**config.mk**
```make
export PLATFORM = sky130hd
export DESIGN_NAME = pio_bank_avmm
export DESIGN_NICKNAME = d
export VERILOG_FILES = /design/src/rtl/pio_bank_pkg.sv /design/src/rtl/pio_channel.sv /design/src/rtl/pio_bank_avmm.sv
export SDC_FILE = /design/constraint.sdc
export NUM_CORES = 1
export LEC_CHECK = 0
export CELL_PAD_IN_SITES_DETAIL_PLACEMENT = 1
export CELL_PAD_IN_SITES_GLOBAL_PLACEMENT = 1
export CORE_MARGIN = 1
export CORE_UTILIZATION = 39
export CTS_CLUSTER_DIAMETER = 60
export CTS_CLUSTER_SIZE = 25
export DETAILED_ROUTE_END_ITERATION = 16
export GPL_TIMING_DRIVEN = 0
export MAX_ROUTING_LAYER = met4
export PLACE_DENSITY = 0.78
export SLEW_MARGIN = 20
export SYNTH_ARGS = -nofsm -noshare
export SYNTH_HDL_FRONTEND = slang
export SYNTH_SLANG_ARGS = --single-unit
```
**constraint.sdc**
```tcl
create_clock -name clk -period 37.4 [get_ports clk]
set_input_delay 11.22 -clock clk [delete_from_list [all_inputs] [get_ports clk]]
set_output_delay 11.22 -clock clk [all_outputs]
set_load 0.01 [all_outputs]
```
**src/rtl/pio_bank_pkg.sv**
```systemverilog
// Shared definitions for the PIO bank: register offsets, edge-capture modes and
// small helper functions used by the channel logic.
package pio_bank_pkg;

    // Register offsets within a channel (low two word-address bits)
    localparam logic [1:0] REG_OUT  = 2'd0;
    localparam logic [1:0] REG_IN   = 2'd1;
    localparam logic [1:0] REG_MASK = 2'd2;
    localparam logic [1:0] REG_EDGE = 2'd3;

    // Edge-capture modes
    localparam logic [1:0] EDGE_RISE = 2'd0;
    localparam logic [1:0] EDGE_FALL = 2'd1;
    localparam logic [1:0] EDGE_ANY  = 2'd2;
    localparam logic [1:0] EDGE_NONE = 2'd3;

    // Per-bit edge event from current and previous synchronised samples
    function automatic logic [31:0] edge_vec(input logic [31:0] cur,
                                             input logic [31:0] prev,
                                             input logic [1:0]  mode);
        logic [31:0] ev;
        case (mode)
            EDGE_RISE: ev = cur & ~prev;
            EDGE_FALL: ev = ~cur & prev;
            EDGE_ANY:  ev = cur ^ prev;
            EDGE_NONE: ev = 32'd0;
            default:   ev = 32'd0;
        endcase
        return ev;
    endfunction

    // Expand the four byte-lane enables into a 32-bit bit mask
    function automatic logic [31:0] be_to_mask(input logic [3:0] be);
        return {{8{be[3]}}, {8{be[2]}}, {8{be[1]}}, {8{be[0]}}};
    endfunction

endpackage

```
**src/rtl/pio_channel.sv**
```systemverilog
// One PIO channel: output register, two-flop input synchroniser, edge capture
// with write-1-to-clear, interrupt mask and the channel's interrupt term.
// Ports:
//   clk, reset        clock and asynchronous active-high reset
//   wr_en             write strobe already decoded for this channel
//   reg_sel           register offset for both read and write
//   wr_data, wr_be    write data and byte-lane enables
//   pio_in            asynchronous channel inputs
//   pio_out           output register
//   rd_data           selected register, zero-extended to 32 bits
//   irq_term          OR of (EDGE & MASK) for this channel
module pio_channel
    import pio_bank_pkg::*;
#(
    parameter int          DATA_W    = 32,
    parameter logic [1:0]  EDGE_MODE = 2'd1,
    parameter logic [31:0] OUT_RESET = 32'h0
) (
    input  logic              clk,
    input  logic              reset,
    input  logic              wr_en,
    input  logic [1:0]        reg_sel,
    input  logic [31:0]       wr_data,
    input  logic [3:0]        wr_be,
    input  logic [DATA_W-1:0] pio_in,
    output logic [DATA_W-1:0] pio_out,
    output logic [31:0]       rd_data,
    output logic              irq_term
);

    logic [DATA_W-1:0] out_r;
    logic [DATA_W-1:0] mask_r;
    logic [DATA_W-1:0] edge_r;
    logic [DATA_W-1:0] sync1_r;
    logic [DATA_W-1:0] sync2_r;
    logic [DATA_W-1:0] prev_r;

    logic [31:0]       be_mask_s;
    logic [31:0]       out_next_s;
    logic [31:0]       mask_next_s;
    logic [31:0]       event_full_s;
    logic [DATA_W-1:0] event_s;
    logic [DATA_W-1:0] clear_s;
    logic              out_we_s;
    logic              mask_we_s;
    logic              edge_w1c_s;

    assign be_mask_s    = be_to_mask(wr_be);
    // Byte-lane merge over the zero-extended register; bits above DATA_W drop off
    assign out_next_s   = (32'(out_r) & ~be_mask_s) | (wr_data & be_mask_s);
    assign mask_next_s  = (32'(mask_r) & ~be_mask_s) | (wr_data & be_mask_s);
    assign event_full_s = edge_vec(32'(sync2_r), 32'(prev_r), EDGE_MODE);
    assign event_s      = event_full_s[DATA_W-1:0];

    // Write decode for this channel's writable registers
    always_comb begin
        out_we_s   = 1'b0;
        mask_we_s  = 1'b0;
        edge_w1c_s = 1'b0;
        if (wr_en) begin
            case (reg_sel)
                REG_OUT:  out_we_s   = 1'b1;
                REG_MASK: mask_we_s  = 1'b1;
                REG_EDGE: edge_w1c_s = 1'b1;
                default:  out_we_s   = 1'b0;
            endcase
        end else begin
            out_we_s = 1'b0;
        end
    end

    // Bits a W1C write asks to clear (byte lanes honoured)
    assign clear_s = edge_w1c_s ? (wr_data[DATA_W-1:0] & be_mask_s[DATA_W-1:0])
                                : {DATA_W{1'b0}};

    // Output register
    always_ff @(posedge clk or posedge reset) begin
        if (reset) begin
            out_r <= OUT_RESET[DATA_W-1:0];
        end else if (out_we_s) begin
            out_r <= out_next_s[DATA_W-1:0];
        end
    end

    // Interrupt mask register
    always_ff @(posedge clk or posedge reset) begin
        if (reset) begin
            mask_r <= {DATA_W{1'b0}};
        end else if (mask_we_s) begin
            mask_r <= mask_next_s[DATA_W-1:0];
        end
    end

    // Input synchroniser and previous-sample register for edge detection
    always_ff @(posedge clk or posedge reset) begin
        if (reset) begin
            sync1_r <= {DATA_W{1'b0}};
            sync2_r <= {DATA_W{1'b0}};
            prev_r  <= {DATA_W{1'b0}};
        end else begin
            sync1_r <= pio_in;
            sync2_r <= sync1_r;
            prev_r  <= sync2_r;
        end
    end

    // Edge capture; OR-ing the event after the clear lets a same-cycle event win
    always_ff @(posedge clk or posedge reset) begin
        if (reset) begin
            edge_r <= {DATA_W{1'b0}};
        end else begin
            edge_r <= (edge_r & ~clear_s) | event_s;
        end
    end

    // Read selection, zero-extended to the bus width
    always_comb begin
        case (reg_sel)
            REG_OUT:  rd_data = 32'(out_r);
            REG_IN:   rd_data = 32'(sync2_r);
            REG_MASK: rd_data = 32'(mask_r);
            REG_EDGE: rd_data = 32'(edge_r);
            default:  rd_data = 32'd0;
        endcase
    end

    assign pio_out  = out_r;
    assign irq_term = |(edge_r & mask_r);

endmodule

```
**src/rtl/pio_bank_avmm.sv**
```systemverilog
// Multi-channel parallel I/O bank on an Avalon-MM slave port with a single
// registered level interrupt.
// Ports:
//   clk, reset                 clock and asynchronous active-high reset
//   avs_address                word address {channel, reg[1:0]}
//   avs_read, avs_write        access strobes (no waitrequest)
//   avs_writedata, avs_byteenable  write data and byte lanes
//   avs_readdata, avs_readdatavalid  read response, one cycle after avs_read
//   pio_in                     asynchronous inputs, channel c at [c*DATA_W +: DATA_W]
//   pio_out                    registered outputs
//   irq                        registered OR of all masked edge bits
module pio_bank_avmm
    import pio_bank_pkg::*;
#(
    parameter int          NUM_CH    = 4,
    parameter int          DATA_W    = 32,
    parameter logic [1:0]  EDGE_MODE = 2'd1,
    parameter logic [31:0] OUT_RESET = 32'h0
) (
    input  logic                       clk,
    input  logic                       reset,
    input  logic [$clog2(NUM_CH)+1:0]  avs_address,
    input  logic                       avs_read,
    input  logic                       avs_write,
    input  logic [31:0]                avs_writedata,
    input  logic [3:0]                 avs_byteenable,
    output logic [31:0]                avs_readdata,
    output logic                       avs_readdatavalid,
    input  logic [NUM_CH*DATA_W-1:0]   pio_in,
    output logic [NUM_CH*DATA_W-1:0]   pio_out,
    output logic                       irq
);

    localparam int CH_BITS = $clog2(NUM_CH);
    localparam int ADDR_W  = CH_BITS + 2;

    logic [4:0]               ch_idx_s;
    logic [NUM_CH-1:0]        ch_sel_s;
    logic [NUM_CH-1:0][31:0]  ch_rd_s;
    logic [NUM_CH-1:0]        irq_term_s;
    logic [31:0]              rd_mux_s;
    logic [31:0]              rdata_r;
    logic                     rvalid_r;
    logic                     irq_r;

    // With a single channel there are no channel address bits
    generate
        if (CH_BITS > 0) begin : g_idx
            assign ch_idx_s = 5'(avs_address[ADDR_W-1:2]);
        end else begin : g_idx_one
            assign ch_idx_s = 5'd0;
        end
    endgenerate

    // Channel decode; indices >= NUM_CH select nothing, so they read 0 and ignore writes
    always_comb begin
        ch_sel_s = '0;
        for (int c = 0; c < NUM_CH; c++) begin
            ch_sel_s[c] = (ch_idx_s == 5'(c));
        end
    end

    generate
        for (genvar g = 0; g < NUM_CH; g++) begin : g_ch
            pio_channel #(
                .DATA_W    (DATA_W),
                .EDGE_MODE (EDGE_MODE),
                .OUT_RESET (OUT_RESET)
            ) u_ch (
                .clk      (clk),
                .reset    (reset),
                .wr_en    (avs_write & ch_sel_s[g]),
                .reg_sel  (avs_address[1:0]),
                .wr_data  (avs_writedata),
                .wr_be    (avs_byteenable),
                .pio_in   (pio_in[g*DATA_W +: DATA_W]),
                .pio_out  (pio_out[g*DATA_W +: DATA_W]),
                .rd_data  (ch_rd_s[g]),
                .irq_term (irq_term_s[g])
            );
        end
    endgenerate

    // Read data mux: one-hot OR of the selected channel's read value
    always_comb begin
        rd_mux_s = 32'd0;
        for (int c = 0; c < NUM_CH; c++) begin
            rd_mux_s = rd_mux_s | (ch_sel_s[c] ? ch_rd_s[c] : 32'd0);
        end
    end

    // Read response register; samples pre-write state if read and write collide
    always_ff @(posedge clk or posedge reset) begin
        if (reset) begin
            rdata_r  <= 32'd0;
            rvalid_r <= 1'b0;
        end else begin
            rdata_r  <= avs_read ? rd_mux_s : 32'd0;
            rvalid_r <= avs_read;
        end
    end

    // Interrupt register: OR of all channels' masked edge bits
    always_ff @(posedge clk or posedge reset) begin
        if (reset) begin
            irq_r <= 1'b0;
        end else begin
            irq_r <= |irq_term_s;
        end
    end

    assign avs_readdata      = rdata_r;
    assign avs_readdatavalid = rvalid_r;
    assign irq               = irq_r;

endmodule

```
Word-level counts from Yosys, hierarchy flattened:

Index checks and enable logic that the tools add are counted.

* equal/unequal tests: 6
* bitwise operators: 49
* reduce and logical (&&, ||, !) cells: 3
* multiplexer cells: 28

Operator list (number)
* AND 32 bit: 21
* case mux 32 bit (4 select lines): 4
* bitwise OR 32 bit: 15
* two-way mux 32 bit: 9
* NOT 32 bit: 9
* OR reduction 128 bit: 1
* two-way mux 1 bit: 15
* == test 2 bit (second input constant): 4
* zero test 5 bit: 1
* AND 1 bit: 4
* == test 2 x 1 -> 1 bit (second input constant): 2
* zero test 2 bit: 1

* bits in registers: 802
* input port bits: 172
* word-level logic and storage cells: 113

Longest topological paths before layout:

Gate-level depths: netlist (run 1).

* word-level depth: 7
* depth in mapped cells: 6

Hierarchy:

A second synthesis (run 1) with hierarchy kept.

* cells, all modules: 1901
* area, all modules: 30962.2 um2

By module, submodules not included
* pio_channel (g_ch[1].u_ch ...): times used 3, area an instance 7275.7 um2, cells each 437
* pio_channel (g_ch[0].u_ch): times used 1, area an instance 7277.0 um2, cells each 437
* pio_bank_avmm: times used 1, area an instance 1858.0 um2, cells each 153

Least setup slack after synthesis (run 1):

No wires, ideal clock.

* kind: input-to-reg
* start: in avs_address[1]
* end: reg rdata_r[18] (netlist: avs_readdata[18])
* slack: 24752 ps
* arrival: 12511 ps
* setup time: 137 ps
* data required time: 37263 ps
* cell stages on the path: 6
* path buffers: 3
* path through: buf_2 -> buf_2 -> buf_4 -> mux4_2 -> a22oi_1 -> a31oi_1

* longest elaborated chain between the ends: 7
* elaborated cells between the ends (all ways): 16
* classes of those cells: 3 x eq/ne; 9 x mux; 3 x bitwise; 1 x reduce/logical

Ends and longest elaborated chain
* from (decl): RTL line pio_bank_avmm.sv:22 `input logic [$clog2(NUM_CH)+1:0] avs_address,`
* == test 2 bit (tied with other cells): RTL line pio_channel.sv:118 `case (reg_sel)`
* case mux 32 bit (4 select lines): RTL line pio_channel.sv:118
* two-way mux 32 bit: RTL line pio_bank_avmm.sv:88 `rd_mux_s = rd_mux_s | (ch_sel_s[c] ? ch_rd_s[c] : 32'd0);`
* bitwise OR 32 bit (2 in series): RTL line pio_bank_avmm.sv:88
* bitwise OR 32 bit (*): RTL line pio_bank_avmm.sv:88
* two-way mux 32 bit (*): RTL line pio_bank_avmm.sv:98 `rdata_r <= avs_read ? rd_mux_s : 32'd0;`
* to (signal assigned): RTL line pio_bank_avmm.sv:98
* to (decl): RTL line pio_bank_avmm.sv:42 `logic [31:0] rdata_r;`

Every way passes the cells marked *; elsewhere a longest branch is shown, timed or not.
A chain may end at the register's enable or synchronous reset.

Worst setup path in the final report (run 1):

* start: in avs_address[0]
* end: reg rdata_r[21] (netlist: avs_readdata[21])

Same word-level chain as after synthesis.

==> out/qor.txt, run 1 <==
Status: complete, no violations
Pleak: 0.01540 uW
Pwr Density: 55.69 nW/um^2
Worst Path Class, Setup: in -> reg
Flop pwr share: 0.508
GRT Util Overall: 0.2894
CTS tree: built
Top-count cell post-synth: dfrtp_1
Nets: 2507
Worst Path Max Fanout: 10
Final Hold Viols: 0
Final Slew Violations: 0
Synth area leader: dfrtp_1
Synth warnings: 0
Core area: 74820 um^2
Cell Int Power: 1443 uW
Vias per std cell: 5.841
First-pass GRT wire length: 154.6 mm
H-tree depth: 2
Synth cell types: 28
Avg Cell Area, Syn: 15.35 um^2
Antenna Nets Post-Route: 0
Peak supply drop: 0.03381 mV
# hold bufs at CTS: 0
Max Clock Freq: 74.57 MHz
Total setup buffers inserted after CTS: 0
CTS max path bufs: 3
Min Tclk post-route: 13.41 ns
Synth area leaders: dfrtp_1, mux4_2, mux2_2, o21ai_0, inv_1
Seq cells post-synth: 802
Initial Util: 0.3967
Slew @ Worst Pin: 0.9724 ns
Ys flop type: dfrtp_1
Rows: 100
CP max-delay cell: clkdlybuf4s50_1
Post-DP HPWL: 77.59 mm
Routed len/inst: 31.77 um
Vias post-DR: 19630
Largest net degree at the start of global routing: 115
Antenna violations before repair: 11
Synth cell count leaders: dfrtp_1, o21ai_0, mux2_2, inv_1, mux4_2
Final setup viols: 0
Tot Pwr: 2040 uW
Worst-path cell chain: clkdlybuf4s50_1 > clkbuf_1 > buf_2 > mux4_2 > nand2_1 > a31oi_1
Buffers added on ports: 332
Synthesized area: 29680 um^2
Routability-driven placement congestion ratio: 0.9436
I/O Pins: 334
Syn nets: 2105
CTS Sinks: 802
Total Die Area: 77210 um^2
Post-Synthesis Cells: 1933
Synth-to-Final Area Change: 23.42%
DRC: 0
Die height: 277.9 um
Crit path capture type: flop
CP arrival: 13.90 ns
CTS resizes: 0
Worst path max stage delay: 0.66 ns
# fillers: 7282
TNS Setup: 0 ns
First-pass detailed-route iteration total: 5
DIE WIDTH: 277.9 um
Yosys top cell area share: 0.6762
Net Switching: 596.8 uW
CTS Buf Count: 60
Sequential-to-total area share from yosys stat: 0.6762
CP required: 37.89 ns
Hold WS: 0.3410 ns
CTS clk-pin slew, worst paths: 0.09 ns
Root buf cell: clkbuf_16
Slew Limit Headroom: 0.3518
Asr flop ratio synth: 1.000
Worst-Skew Late Latency: 0.65 ns
RSZ-0062 raised after global routing: no
Post-Route WL: 106.8 mm
DR iter-0 viols: 1980
CP startpoint kind: primary input
Final period util: 0.3586
Share of layout cells above drive strength 1: 0.2279
GRT overflow: 0
Max_cap viols: 0
Worst clock skew: 0.02612 ns
Clk network pwr share: 0.345
Comb pwr share: 0.146
Post-synth EDFFs: 0
Net switching fraction of the power: 0.2925
Vias in the first global route: 21203
Min-Delay Path Class: reg -> reg
-- layout make-up --
type / count / area, um^2 / area share
sequential: 802 / 20070 / 0.5479
multi-input combinational: 934 / 8806 / 0.2404
timing repair buffer: 340 / 3521 / 0.09612
clock buffer: 62 / 1540 / 0.04205
tap: 969 / 1212 / 0.03310
clock inverter: 48 / 646.9 / 0.01766
inverter: 130 / 495.5 / 0.01353
buffer: 67 / 316.6 / 0.008642
antenna: 9 / 22.52 / 0.0006148
-- cell usage in the layout, fill, tap and decap left out, drive strengths merged, types with 22 or more instances in the layout --
master	n
dfrtp	802
clkdlybuf4s50	332
o21ai	256
mux2	256
inv	146
mux4	128
clkbuf	97
nand2	91
a22oi	52
buf	40
nand3	37
a31oi	32
clkinv	30
a22o	22
a221oi	22
-- worst paths after layout --
kind / slack, ns / cells past startpoint / start / to
max reg2reg: 34.89 / 5 / flop / irq$_DFF_PP0_
max: 23.99 / 6 / avs_address[0] / avs_readdata[21]$_DFF_PP0_
min: 0.34 / 0 / g_ch[1].u_ch.sync1_r[27]$_DFF_PP0_ / g_ch[1].u_ch.sync2_r[27]$_DFF_PP0_
max in group asynchronous: 24.77 / 4 / reset / asynchronous set/reset pin
min in group asynchronous: 11.11 / 2 / reset / g_ch[1].u_ch.sync2_r[27]$_DFF_PP0_
min reg2reg: 0.34 / 0 / g_ch[1].u_ch.sync1_r[27]$_DFF_PP0_ / g_ch[1].u_ch.sync2_r[27]$_DFF_PP0_
-- power by group through the flow --
stage | sequential, uW | combinational (uW) | clock (uW)
after detailed placement | 1050 | 297 | 0
after global routing | 1040 | 315 | 747
after floorplan | 1020 | 139 | 0
after CTS | 1030 | 299 | 716
after global placement | 1050 | 286 | 0
final | 1040 | 298 | 704
-- per-layer routing --
| metal | global-route usage | up-vias | share of wire |
|---|---|---|---|
| met5 | - | - | 0 |
| met4 | 0.1169 | 0 | 0.043 |
| met3 | 0.06384 | 227 | 0.075 |
| met2 | 0.4470 | 928 | 0.48 |
| met1 | 0.3715 | 10641 | 0.40 |
| li1 | - | 7834 | - |
-- per-stage QoR --
stage | cells | area [um^2] | setup slack [ns] | utilization
final | 3361 | 36630 | 23.99 | 0.4896
after global routing | 3361 | 36630 | 23.99 | 0.4896
after CTS | 3351 | 36600 | 24.09 | 0.4892
after detailed placement | 3241 | 34420 | 23.41 | 0.4600
after global placement | 3234 | 34220 | -4.183 | 0.4573
after floorplan | 1933 | 29680 | 3.658 | -
-- critical path: cells and delay by family --
family,cells,cell delay [ns]
buffers and inverters,3,1.88
AOI/OAI and AO/OA,1,0.43
muxes,1,0.31
and+or+nand+nor,1,0.06
-- cell families (layout without fill, tap and decap cells) --
family / after synthesis / in the layout / synth area share
flip-flops: 802 / 802 / 0.6762
other: 0 / 9 / 0
AO/OA/AOI/OAI: 384 / 384 / 0.07605
multiplexers: 384 / 384 / 0.1943
buffers and inverters: 197 / 647 / 0.02711
AND/OR/NAND/NOR: 166 / 166 / 0.02639
Note: power is estimated with default switching activity, not from simulation.
==> run 2: changes to the inputs <==
--- a/config.mk
+++ b/config.mk
@@ -14,7 +14,7 @@
 export DETAILED_ROUTE_END_ITERATION = 16
 export GPL_TIMING_DRIVEN = 0
 export MAX_ROUTING_LAYER = met4
-export PLACE_DENSITY = 0.78
+export PLACE_DENSITY = 0.81
 export SLEW_MARGIN = 20
 export SYNTH_ARGS = -nofsm -noshare
 export SYNTH_HDL_FRONTEND = slang
==> constraint.sdc (replaced) <==
create_clock -name clk -period 11.78 [get_ports clk]
set_input_delay 3.534 -clock clk [delete_from_list [all_inputs] [get_ports clk]]
set_output_delay 3.534 -clock clk [all_outputs]
set_load 0.01 [all_outputs]
==> out/qor.txt, run 2 (synthesis gave the netlist of run 1 again) <==
Status: complete, no violations
Hold depth: 0 (unchanged)
FF-to-FF End: irq$_DFF_PP0_
Largest net degree at the start of global routing: 39 (-66%)
Initial Util: 0.3967 (unchanged)
Pwr Density: 176.1 nW/um^2 (+220%)
Net Switching: 1909 uW (+220%)
Most frequent cells in the layout: dfrtp_1, clkdlybuf4s50_1, o21ai_0
Post-Route WL: 109.0 mm (+2.1%)
Net switching fraction of the power: 0.2939 (+0.001337)
Worst-Skew Late Latency: 0.67 ns (+0.02 ns)
CTS Buf Count: 58 (-3.3%)
Min-Delay Path Class: reg -> reg
Share of layout cells above drive strength 1: 0.2319 (+0.003996)
Worst clock skew: 0.02761 ns (+0.001491 ns)
CP startpoint: avs_address[3]
Peak supply drop: 0.1071 mV (+220%)
Antenna violations before repair: 7 (-4)
Commonest non-fill, non-tap cell in the layout: dfrtp_1
CP required: 12.31 ns (-25.58 ns)
Pleak: 0.01551 uW (+0.71%)
GRT overflow: 0 (unchanged)
Cell Int Power: 4586 uW (+220%)
Final period util: 0.4819
CTS resizes: 0 (unchanged)
Vias in the first global route: 21593 (+1.8%)
DIE WIDTH: 277.9 um (unchanged)
Hold WS: 0.3453 ns (+0.004290 ns)
# fillers: 7290 (+0.11%)
Worst Path Max Fanout: 10 (unchanged)
Max_cap viols: 0 (unchanged)
Slew @ Worst Pin: 1.083 ns (+0.1102 ns)
RSZ-0062 raised after global routing: no
Max Clock Freq: 176.2 MHz
Slew Limit Headroom: 0.2783 (-0.07344)
Final Slew Violations: 0 (unchanged)
Buffers added on ports: 332 (unchanged)
Sequential cell area: 20070 um^2 (unchanged)
Rows: 100 (unchanged)
Worst Path Class, Setup: in -> reg
Die height: 277.9 um (unchanged)
CTS Sinks: 802 (unchanged)
# hold bufs at CTS: 0 (unchanged)
GRT Util Overall: 0.2957 (+0.006295)
Setup WS pre-CTS: 5.566 ns (-17.84 ns)
Routability-driven placement congestion ratio: 0.9596 (+1.7%)
Reg-to-reg slack, setup: 9.13 ns (-25.76 ns)
Vias post-DR: 19878 (+1.3%)
H-tree depth: 2 (unchanged)
CTS max path bufs: 3 (unchanged)
CTS clk-pin slew, worst paths: 0.09 ns (about the same)
Final Hold Viols: 0 (unchanged)
Post-DP HPWL: 80.40 mm (+3.6%)
Worst reg-to-reg path cell count: 5 (unchanged)
Crit path capture type: flop
Total setup buffers inserted after CTS: 0 (unchanged)
I/O Pins: 334 (unchanged)
Nets: 2523 (+0.64%)
Min Tclk post-route: 5.677 ns
Comb pwr share: 0.149 (+0.003)
Flop pwr share: 0.508 (about the same)
Root buf cell: clkbuf_16
First-pass GRT wire length: 157.8 mm (+2.1%)
Synth-to-Final Area Change: 24.26%
Hold path startpoint: g_ch[3].u_ch.sync1_r[16]$_DFF_PP0_
Total Die Area: 77210 um^2 (unchanged)
Antenna Nets Post-Route: 0 (unchanged)
Multi-input gate area: 8806 um^2 (unchanged)
Vias per std cell: 5.893 (+0.90%)
Final setup viols: 0 (unchanged)
First-pass detailed-route iteration total: 6 (+1)
CP arrival: 6.21 ns (-7.69 ns)
Hold EP: g_ch[3].u_ch.sync2_r[16]$_DFF_PP0_
Core area: 74820 um^2 (unchanged)
DRC: 0 (unchanged)
DR iter-0 viols: 2037 (+2.9%)
Final Worst Setup Slack: 6.103 ns (-17.89 ns)
CTS tree: built
CP startpoint kind: primary input
Routed len/inst: 32.32 um (+1.7%)
Clk network pwr share: 0.343 (-0.002)
## run 2: critical path, stage by stage
cell	delay, ns
clkdlybuf4s50_1	0.52
buf_2	0.27
nor2_2	0.38
nand2_1	0.31
nor2_2	0.78
mux2_2	0.41
## run 2: metal layers
| layer | track usage | routed length [um] | vias to the layer above |
|---|---|---|---|
| met3 | 0.05534 | 8285 | 255 |
| met2 | 0.4628 | 52300 | 1056 |
| li1 | - | - | 7843 |
| met4 | 0.1278 | 5142 | 0 |
| met5 | - | 0 | - |
| met1 | 0.3774 | 43290 | 10724 |
## run 2: worst max path at each step
stage | slack, ns | end | depth (start not counted)
2_1_floorplan | -2.76 | asynchronous set/reset pin | 1
3_3_place_gp | -6.85 | g_ch[2].u_ch.sync1_r[15]$_DFF_PP0_ | 2
3_5_place_dp | 5.57 | flop | 6
4_1_cts | 6.25 | flop | 6
5_1_grt | 6.13 | flop | 6
6_report | 6.10 | flop | 6
## run 2: metrics by stage
stage / utilization / cell area [um^2] / setup TNS, ns / std cells / power (uW)
final: 0.4929 / 36880 / 0 / 3373 / 6494
after global routing: 0.4929 / 36880 / 0 / 3372 / 6687
after CTS: 0.4927 / 36870 / 0 / 3367 / 6514
after detailed placement: 0.4644 / 34750 / 0 / 3260 / 4300
after global placement: 0.4573 / 34220 / -5394.16 / 3234 / 4237
after floorplan: - / 29680 / -2215.69 / 1933 / 3678
## run 2: layout make-up
class                      count  share of cell area
antenna                        6           0.0004071
buffer                        67            0.008583
clock buffer                  62             0.04061
clock inverter                45             0.01683
inverter                     130             0.01333
multi-input combinational    934              0.2388
sequential                   802              0.5442
tap                          969             0.03287
timing repair buffer         358              0.1044
## run 2: power by group through the flow
stage                     Sequential, uW  Clock (uW)  Combinational, uW
after floorplan                     3240           0                440
after global placement              3330           0                905
after detailed placement            3340           0                958
after CTS                           3290        2260                966
after global routing                3320        2350               1020
final                               3300        2230                966
